==> src/rtl/cfg_bus_initiator.sv <==
// cfg_bus_initiator
//   Bus initiator for the CFG_INT configuration register interface. Takes one read/write
//   command at a time from the host, runs a two-phase SETUP/ACCESS transfer to the slave and
//   returns read data or a timeout error on the response port.
//
//   Optional feature macro: CFG_INIT_RETRY_EN
//     defined   - the first timeout reissues the same transfer (back to SETUP); a second
//                 timeout reports rsp_err.
//     undefined - the first timeout reports rsp_err directly.
//
// Ports
//   clk, reset                 clock (rising edge), asynchronous active-low reset
//   cmd_valid/cmd_ready        command handshake; cmd_we/cmd_addr/cmd_wdata qualify it
//   rsp_valid/rsp_ready        response handshake; rsp_rdata/rsp_err held until accepted
//   cfg_sel/cfg_enable         slave select (SETUP+ACCESS) and access strobe (ACCESS)
//   cfg_we/cfg_addr/cfg_wdata  transfer qualifiers to the slave, stable through ACCESS
//   cfg_rdata/cfg_ack          slave read data and completion, sampled only in ACCESS
module cfg_bus_initiator #(
   parameter int unsigned AW      = 8,
   parameter int unsigned DW      = 16,
   parameter int unsigned TIMEOUT = 15
) (
   input  logic          clk,
   input  logic          reset,
   input  logic          cmd_valid,
   output logic          cmd_ready,
   input  logic          cmd_we,
   input  logic [AW-1:0] cmd_addr,
   input  logic [DW-1:0] cmd_wdata,
   output logic          rsp_valid,
   input  logic          rsp_ready,
   output logic [DW-1:0] rsp_rdata,
   output logic          rsp_err,
   output logic          cfg_sel,
   output logic          cfg_enable,
   output logic          cfg_we,
   output logic [AW-1:0] cfg_addr,
   output logic [DW-1:0] cfg_wdata,
   input  logic [DW-1:0] cfg_rdata,
   input  logic          cfg_ack
);

   typedef enum logic [1:0] {StIdle, StSetup, StAccess, StResp} state_e;

   // Counter value seen during the last allowed ACCESS cycle of an attempt.
   localparam logic [7:0] CntLast = 8'(TIMEOUT - 1);

   state_e          state_q, state_d;
   logic            we_q, we_d;
   logic [AW-1:0]   addr_q, addr_d;
   logic [DW-1:0]   wdata_q, wdata_d;
   logic [DW-1:0]   rdata_q, rdata_d;
   logic            err_q, err_d;
   logic [7:0]      cnt_q, cnt_d;
`ifdef CFG_INIT_RETRY_EN
   logic            retry_q, retry_d;
`endif

   always_ff @(posedge clk or negedge reset) begin
      if (!reset) begin
         state_q <= StIdle;
         we_q    <= 1'b0;
         addr_q  <= '0;
         wdata_q <= '0;
         rdata_q <= '0;
         err_q   <= 1'b0;
         cnt_q   <= '0;
`ifdef CFG_INIT_RETRY_EN
         retry_q <= 1'b0;
`endif
      end else begin
         state_q <= state_d;
         we_q    <= we_d;
         addr_q  <= addr_d;
         wdata_q <= wdata_d;
         rdata_q <= rdata_d;
         err_q   <= err_d;
         cnt_q   <= cnt_d;
`ifdef CFG_INIT_RETRY_EN
         retry_q <= retry_d;
`endif
      end
   end

   always_comb begin
      state_d = state_q;
      we_d    = we_q;
      addr_d  = addr_q;
      wdata_d = wdata_q;
      rdata_d = rdata_q;
      err_d   = err_q;
      cnt_d   = cnt_q;
`ifdef CFG_INIT_RETRY_EN
      retry_d = retry_q;
`endif
      unique case (state_q)
         StIdle: begin
            if (cmd_valid) begin
               we_d    = cmd_we;
               addr_d  = cmd_addr;
               wdata_d = cmd_wdata;
`ifdef CFG_INIT_RETRY_EN
               retry_d = 1'b0;
`endif
               state_d = StSetup;
            end
         end
         StSetup: begin
            cnt_d   = '0;
            state_d = StAccess;
         end
         StAccess: begin
            // Ack takes priority over a timeout in the same cycle.
            if (cfg_ack) begin
               rdata_d = we_q ? '0 : cfg_rdata;
               err_d   = 1'b0;
               state_d = StResp;
            end else if (cnt_q == CntLast) begin
`ifdef CFG_INIT_RETRY_EN
               if (!retry_q) begin
                  retry_d = 1'b1;
                  state_d = StSetup;
               end else begin
                  rdata_d = '0;
                  err_d   = 1'b1;
                  state_d = StResp;
               end
`else
               rdata_d = '0;
               err_d   = 1'b1;
               state_d = StResp;
`endif
            end else begin
               cnt_d = cnt_q + 8'd1;
            end
         end
         StResp: begin
            if (rsp_ready) state_d = StIdle;
         end
         default: state_d = StIdle;
      endcase
   end

   // Outputs decode from state; transfer and response fields are zero when not in use.
   always_comb begin
      cmd_ready  = (state_q == StIdle);
      cfg_sel    = (state_q == StSetup) || (state_q == StAccess);
      cfg_enable = (state_q == StAccess);
      rsp_valid  = (state_q == StResp);
      cfg_we     = cfg_sel & we_q;
      cfg_addr   = cfg_sel ? addr_q : '0;
      cfg_wdata  = cfg_sel ? wdata_q : '0;
      rsp_rdata  = rsp_valid ? rdata_q : '0;
      rsp_err    = rsp_valid & err_q;
   end

endmodule
==> config.mk <==
export PLATFORM = sky130hd
export DESIGN_NAME = cfg_bus_initiator
export DESIGN_NICKNAME = d
export VERILOG_FILES = /design/src/rtl/cfg_bus_initiator.sv
export SDC_FILE = /design/constraint.sdc
export NUM_CORES = 1
export LEC_CHECK = 0
export BUFFER_PORTS_ARGS = -buffer_cell sky130_fd_sc_hd__clkbuf_2
export CELL_PAD_IN_SITES_DETAIL_PLACEMENT = 0
export CELL_PAD_IN_SITES_GLOBAL_PLACEMENT = 2
export CORE_MARGIN = 2
export CORE_UTILIZATION = 29
export DETAILED_ROUTE_END_ITERATION = 10
export PLACE_DENSITY = 0.78
export SYNTH_ARGS = -nofsm -noshare
export SYNTH_HDL_FRONTEND = slang
export SYNTH_SLANG_ARGS = --single-unit
==> constraint.sdc <==
create_clock -name clk -period 1.9 [get_ports clk]
set_input_delay 0.095 -clock clk [delete_from_list [all_inputs] [get_ports clk]]
set_output_delay 0.095 -clock clk [all_outputs]
set_load 0.02 [all_outputs]
==> results of run 1 <==
[sequential cells by signal, summed over array words and instances, names as in the netlist]
name,cells
state_q,2
we_q,1
rdata_q,16
err_q,1
addr_q,8
cnt_q,8
wdata_q,16
[critical path, stage by stage, from the launching register on]
cell      delay [ns]
dfrtp_1         0.40
inv_1           0.11
ha_1            0.35
nor4bb_1        0.25
a22o_1          0.21
buf_12          0.18
mux2i_1         0.19
[kinds of logic after synthesis]
group / count (synthesis) / share of synthesized area
AOI/OAI and AO/OA: 34 / 0.0906
DFF: 52 / 0.515
and+or+nand+nor: 87 / 0.185
muxes: 27 / 0.119
adders and majority gates: 6 / 0.0297
buffers and inverters: 37 / 0.0609
[power by group]
group	switching (µW)	internal, µW
clock	353	379
sequential	220	1590
combinational	1810	1180
[layer usage]
metal,track usage,vias to the layer above
met4,0.0427,0
met3,0.0338,4
met5,0,-
met2,0.219,61
met1,0.150,955
li1,-,1005
[repair_timing]
action                                  CTS  global route
setup buffers                             0             0
endpoints found under the setup margin    0            15
hold buffers                              2             0
gates resized for setup                   0             1
endpoints found under the hold margin    53             0
[path summary, 6_finish.rpt]
kind                       slack (ns)     endpoint         start  depth (start not counted)
max reg2reg                      0.13        err_q    state_q[0]                          6
max in group asynchronous        0.98     cnt_q[1]         reset                          3
min in group asynchronous        0.46   wdata_q[0]         reset                          3
min reg2reg                      0.50  wdata_q[10]   wdata_q[10]                          1
max                              0.13        err_q    state_q[0]                          6
min                              0.02   rdata_q[7]  cfg_rdata[7]                          3
[stage by stage]
| step | total power, µW | cells |
|---|---|---|
| 3_3_place_gp | 4830 | 439 |
| 5_1_grt | 5980 | 447 |
| 3_5_place_dp | 4850 | 439 |
| 4_1_cts | 5620 | 447 |
| 6_report | 5530 | 447 |
| 2_1_floorplan | 3870 | 243 |
[cell type report]
type / instances / area (µm²)
Timing Repair Buffer: 103 / 567
Clock inverter: 1 / 30.0
Fill cell: 893 / 5330
Tap cell: 108 / 135
Inverter: 24 / 90.1
Multi-Input combinational cell: 154 / 1070
Clock buffer: 5 / 68.8
Sequential cell: 52 / 1300
[layout by cell type (no fill, tap or decap), drive strengths merged, types with 3 or more instances in the layout]
cell type / netlist / final
clkbuf: 7 / 96
a21oi: 4 / 4
buf: 6 / 10
nor2b: 3 / 3
nand2: 9 / 9
dfrtp: 52 / 52
o21ai: 18 / 18
inv: 23 / 23
ha: 6 / 6
nor2: 21 / 21
nand3: 20 / 20
mux2: 25 / 25
and2: 25 / 25
==> impl_metrics.py, run 1 <==
metrics = {
    "floorplanning": {
        "rows": 34,
        "pin_count": 92,
        "die_w_um": 97.4,
        "start_util": 0.294,
        "die_h_um": 97.4,
        "core_area_mm2": 0.00859,
        "dieArea_mm2": 0.00948,
    },
    "layout": {
        "drive_gt1_frac": 0.410,
        "final_nets": 392,
        "num_antenna_cells": 0,
        "syn_to_final_growth_pct": 29.1,
        "post-route-util": 0.380,
        "finalInstanceArea_mm2": 0.00327,
    },
    "power_and_ir_drop": {
        "p_leak_uw": 0.00161,
        "vdd_drop_max_uv": 723,
        "p_per_area_mw_per_mm2": 1690,
    },
    "sta": {
        "setup_tns_ns": 0,
        "setup_viol_count_final": 0,
        "finalHoldViolCount": 0,
        "post-route-min-period_ns": 1.77,
        "max_slew_margin": 0.540,
        "skew_ns": 0.00378,
        "finalCritPeriodShare": 0.932,
        "fmax_ghz": 0.565,
        "slew_violations": 0,
        "whs_ns": 0.0182,
        "fin_ws_ns": 0.129,
        "tightest_slew_ns": 0.691,
        "rsz0062_at_grt": "false",
    },
    "drt": {
        "vias_per_cell": 4.53,
        "drt-total-wl_um": 5800,
        "routed.top_layer": "met4",
        "drt-initial-drc-count": 81,
        "firstDrtPassIters": 4,
        "num_vias": 2025,
        "post-route-drc-count": 0,
        "wl_met3_um": 355,
        "dr_wl_met2_um": 2810,
        "antenna_left": 0,
        "met1Wirelength_um": 2570,
        "routedWlPerCell_um": 13.0,
    },
    "synth": {
        "synth_top_cell_by_area": "dfrtp_1",
        "syn_inst": 243,
        "synth.area.top_cells": "dfrtp_1 (51%), mux2_2 (11%), and2_1 (6.2%)",
        "synth_cell_types": 40,
        "synth_edf_count": 0,
        "synth_warnings": 0,
        "ys_seq_elements": 52,
        "synth.yosys.seq_area_share": 0.515,
        "synth_area_mm2": 0.00253,
        "async_flop_share": 1.00,
        "yosys.area.top_type_share": 0.515,
        "synth.most_common_cell": "dfrtp_1",
        "syn_nets": 295,
        "ys.flop_type": "dfrtp_1",
        "avgSynthCellArea_um2": 10.4,
        "synth_common_cells": "dfrtp_1 (52), and2_1 (25), mux2_2 (25), inv_1 (23), nor2_1 (21)",
    },
    "global_route": {
        "antenna_found_initial": 0,
        "grt_pass1_vias": 2023,
        "grt_pass1_wl_um": 9770,
        "grt.total_usage": 0.126,
        "grt_max_degree": 53,
        "grt_overflow": 0,
    },
    "cts": {
        "clock_latency_ns": 0.30,
        "htree_levels": 2,
        "cts_sinks": 52,
        "cts_made_buffers": 5,
        "cts_buffer_depth": 2,
        "clk_pin_slew_worst_paths_ns": 0.09,
        "tritoncts": "yes",
        "cts_root_buf": "clkbuf_8",
    },
    "setup_path": {
        "cp.arrival_ns": 2.00,
        "end_kind": "flop",
        "worst-setup-path-type": "reg2reg",
        "cp-start-kind": "flop",
        "crit_path_max_fanout": 35,
        "critPathRequiredTime_ns": 2.13,
    },
    "placed_design": {
        "gp_congestion": 0.734,
        "dp_hpwl_um": 4070,
        "place_ws_ns": 0.144,
        "placed_area_mm2": 0.00314,
        "io_buffers": 91,
    },
    "run": {
        "maxCapViolations": 0,
    },
    "run_status": {
        "status": "complete, no violations",
    },
    "worst_hold_path": {
        "worstHoldPathType": "in2reg",
    },
}
(Power assumes the default switching activity.)
==> run 2: changes to the inputs <==
- CORE_ASPECT_RATIO: not set -> 1.75
- PLACE_DENSITY: 0.78 -> 0.76
==> impl_metrics.py, run 2 (synthesis results as in run 1) <==
metrics = {
    "drt": {
        "antenna_left": 0,
        "drt-total-wl_um": 6300,
        "post-route-drc-count": 0,
        "num_vias": 2041,
        "vias_per_cell": 4.48,
        "drt-initial-drc-count": 104,
        "routedWlPerCell_um": 13.8,
        "firstDrtPassIters": 4,
    },
    "setup_path": {
        "rrSetupSlack_ns": 0.21,
        "r2r_end": "cnt_q[4]",
        "crit_path_cell_trace": "inv_1 > ha_1 > buf_6 > and2_1 > clkbuf_2",
        "critPathBufInv": 3,
        "crit_family": "buffers and inverters",
        "cp.arrival_ns": 1.66,
        "cp_slowest_cell": "dfrtp_1",
        "max_stage_delay_ns": 0.39,
        "rr_startpoint": "cnt_q[0]",
        "critPathRequiredTime_ns": 1.80,
        "end_kind": "output port",
        "r2r_cells": 6,
        "worst-setup-path-type": "reg2out",
        "crit_path_max_fanout": 23,
        "cp-start-kind": "flop",
    },
    "cts": {
        "htree_levels": 2,
        "clock_latency_ns": 0.29,
        "cts_buffer_depth": 2,
        "post_cts_buffers": 0,
        "clk_pin_slew_worst_paths_ns": 0.07,
        "cts_root_buf": "clkbuf_16",
        "cts_made_buffers": 5,
        "tritoncts": "yes",
        "cts_sinks": 52,
    },
    "worst_hold_path": {
        "holdPathEnd": "rdata_q[9]",
        "worstHoldPathType": "in2reg",
        "hold_path_depth": 3,
        "hold_start": "cfg_rdata[9]",
    },
    "sta": {
        "slew_violations": 0,
        "max_slew_margin": 0.697,
        "setup_tns_ns": 0,
        "post-route-min-period_ns": 1.75,
        "fmax_ghz": 0.571,
        "setup_viol_count_final": 0,
        "finalCritPeriodShare": 0.921,
        "tightest_slew_ns": 0.454,
        "finalHoldViolCount": 0,
        "rsz0062_at_grt": "false",
        "skew_ns": 0.00263,
    },
    "floorplanning": {
        "dieArea_mm2": 0.00951,
        "die_h_um": 128,
        "core_area_mm2": 0.00856,
        "start_util": 0.295,
        "die_w_um": 74.6,
        "pin_count": 92,
        "rows": 45,
    },
    "layout": {
        "top_regs": "rdata_q: 16 flops, wdata_q: 16 flops",
        "final_nets": 390,
        "final_common_cell": "clkbuf_2",
        "syn_to_final_growth_pct": 32.8,
        "drive_gt1_frac": 0.416,
        "finalInstanceArea_mm2": 0.00336,
        "fillers": 915,
        "layout_common_cells": "clkbuf_2 (91), dfrtp_1 (52), and2_1 (25), mux2_2 (25), inv_1 (23)",
        "num_antenna_cells": 0,
    },
    "power_and_ir_drop": {
        "total_power_uw": 5940,
        "p_per_area_mw_per_mm2": 1770,
        "vdd_drop_max_uv": 846,
        "p_leak_uw": 0.00164,
    },
    "global_route": {
        "grt_pass1_wl_um": 10000,
        "grt_overflow": 0,
        "grt.total_usage": 0.140,
        "antenna_found_initial": 0,
        "grt_pass1_vias": 1992,
        "grt_max_degree": 37,
    },
    "placed_design": {
        "io_buffers": 91,
        "dp_hpwl_um": 4640,
        "placed_area_mm2": 0.00317,
        "gp_congestion": 0.729,
    },
    "run": {
        "maxCapViolations": 0,
    },
    "run_status": {
        "status": "complete, no violations",
    },
}
run 2: changes by cell type in the layout (fill, tap and decap cells not counted), sizes merged:
| cell | before | now |
|---|---|---|
| clkbuf | 96 | 97 |
| buf | 10 | 9 |
| clkinv | 1 | 2 |
| dlygate4sd3 | 2 | 1 |
run 2: timing repair:
action / CTS / global route
resized for setup: 0 / 3
setup endpoints to repair: 0 / 21
hold endpoints to repair: 16 / 0
hold buffers: 1 / 0
run 2: cell type report:
class | instances | area [µm²] | share of cell area
Sequential cell | 52 | 1300 | 0.387
Multi-Input combinational cell | 154 | 1080 | 0.322
Timing Repair Buffer | 101 | 574 | 0.171
Tap cell | 117 | 146 | 0.0436
Clock buffer | 6 | 129 | 0.0384
Inverter | 24 | 90.1 | 0.0268
Clock inverter | 2 | 35.0 | 0.0104
run 2: per-stage QoR:
| step | utilization | instances | hold WS, ns | worst slack, ns |
|---|---|---|---|---|
| after global placement | 0.371 | 447 | 0.0743 | 0.262 |
| after global routing | 0.392 | 456 | 0.0275 | 0.0185 |
| final | 0.392 | 456 | 0.0296 | 0.150 |
| after floorplan | - | 243 | -0.201 | 0.182 |
| after detailed placement | 0.371 | 447 | 0.0724 | 0.182 |
| after CTS | 0.391 | 456 | 0.0226 | 0.0920 |
run 2: tightest hold or removal path: stages:
cell	delay, ns
clkbuf_2	0.07
nand3_1	0.05
o21ai_0	0.06
run 2: metal layers:
| layer | GRT usage | wire [µm] |
|---|---|---|
| met3 | 0.0221 | 195 |
| met5 | 0 | 0 |
| met2 | 0.244 | 3430 |
| met4 | 0.0704 | 207 |
| met1 | 0.161 | 2470 |
run 2: power by group:
part	switching (µW)	internal, µW
registers	227	1590
clock network	398	620
logic	1860	1240
run 2: worst max-delay path by stage:
stage | startpoint | endpoint | slack, ns | depth (start not counted)
floorplan | state_q[0] | cnt_q[2] | 0.18 | 7
global placement | state_q[0] | cnt_q[2] | 0.26 | 6
detailed placement | cnt_q[0] | cnt_q[4] | 0.18 | 6
CTS | state_q[1] | cfg_addr[1] | 0.09 | 5
global route | state_q[0] | cnt_q[0] | 0.02 | 7
finish | state_q[1] | cfg_addr[1] | 0.15 | 5
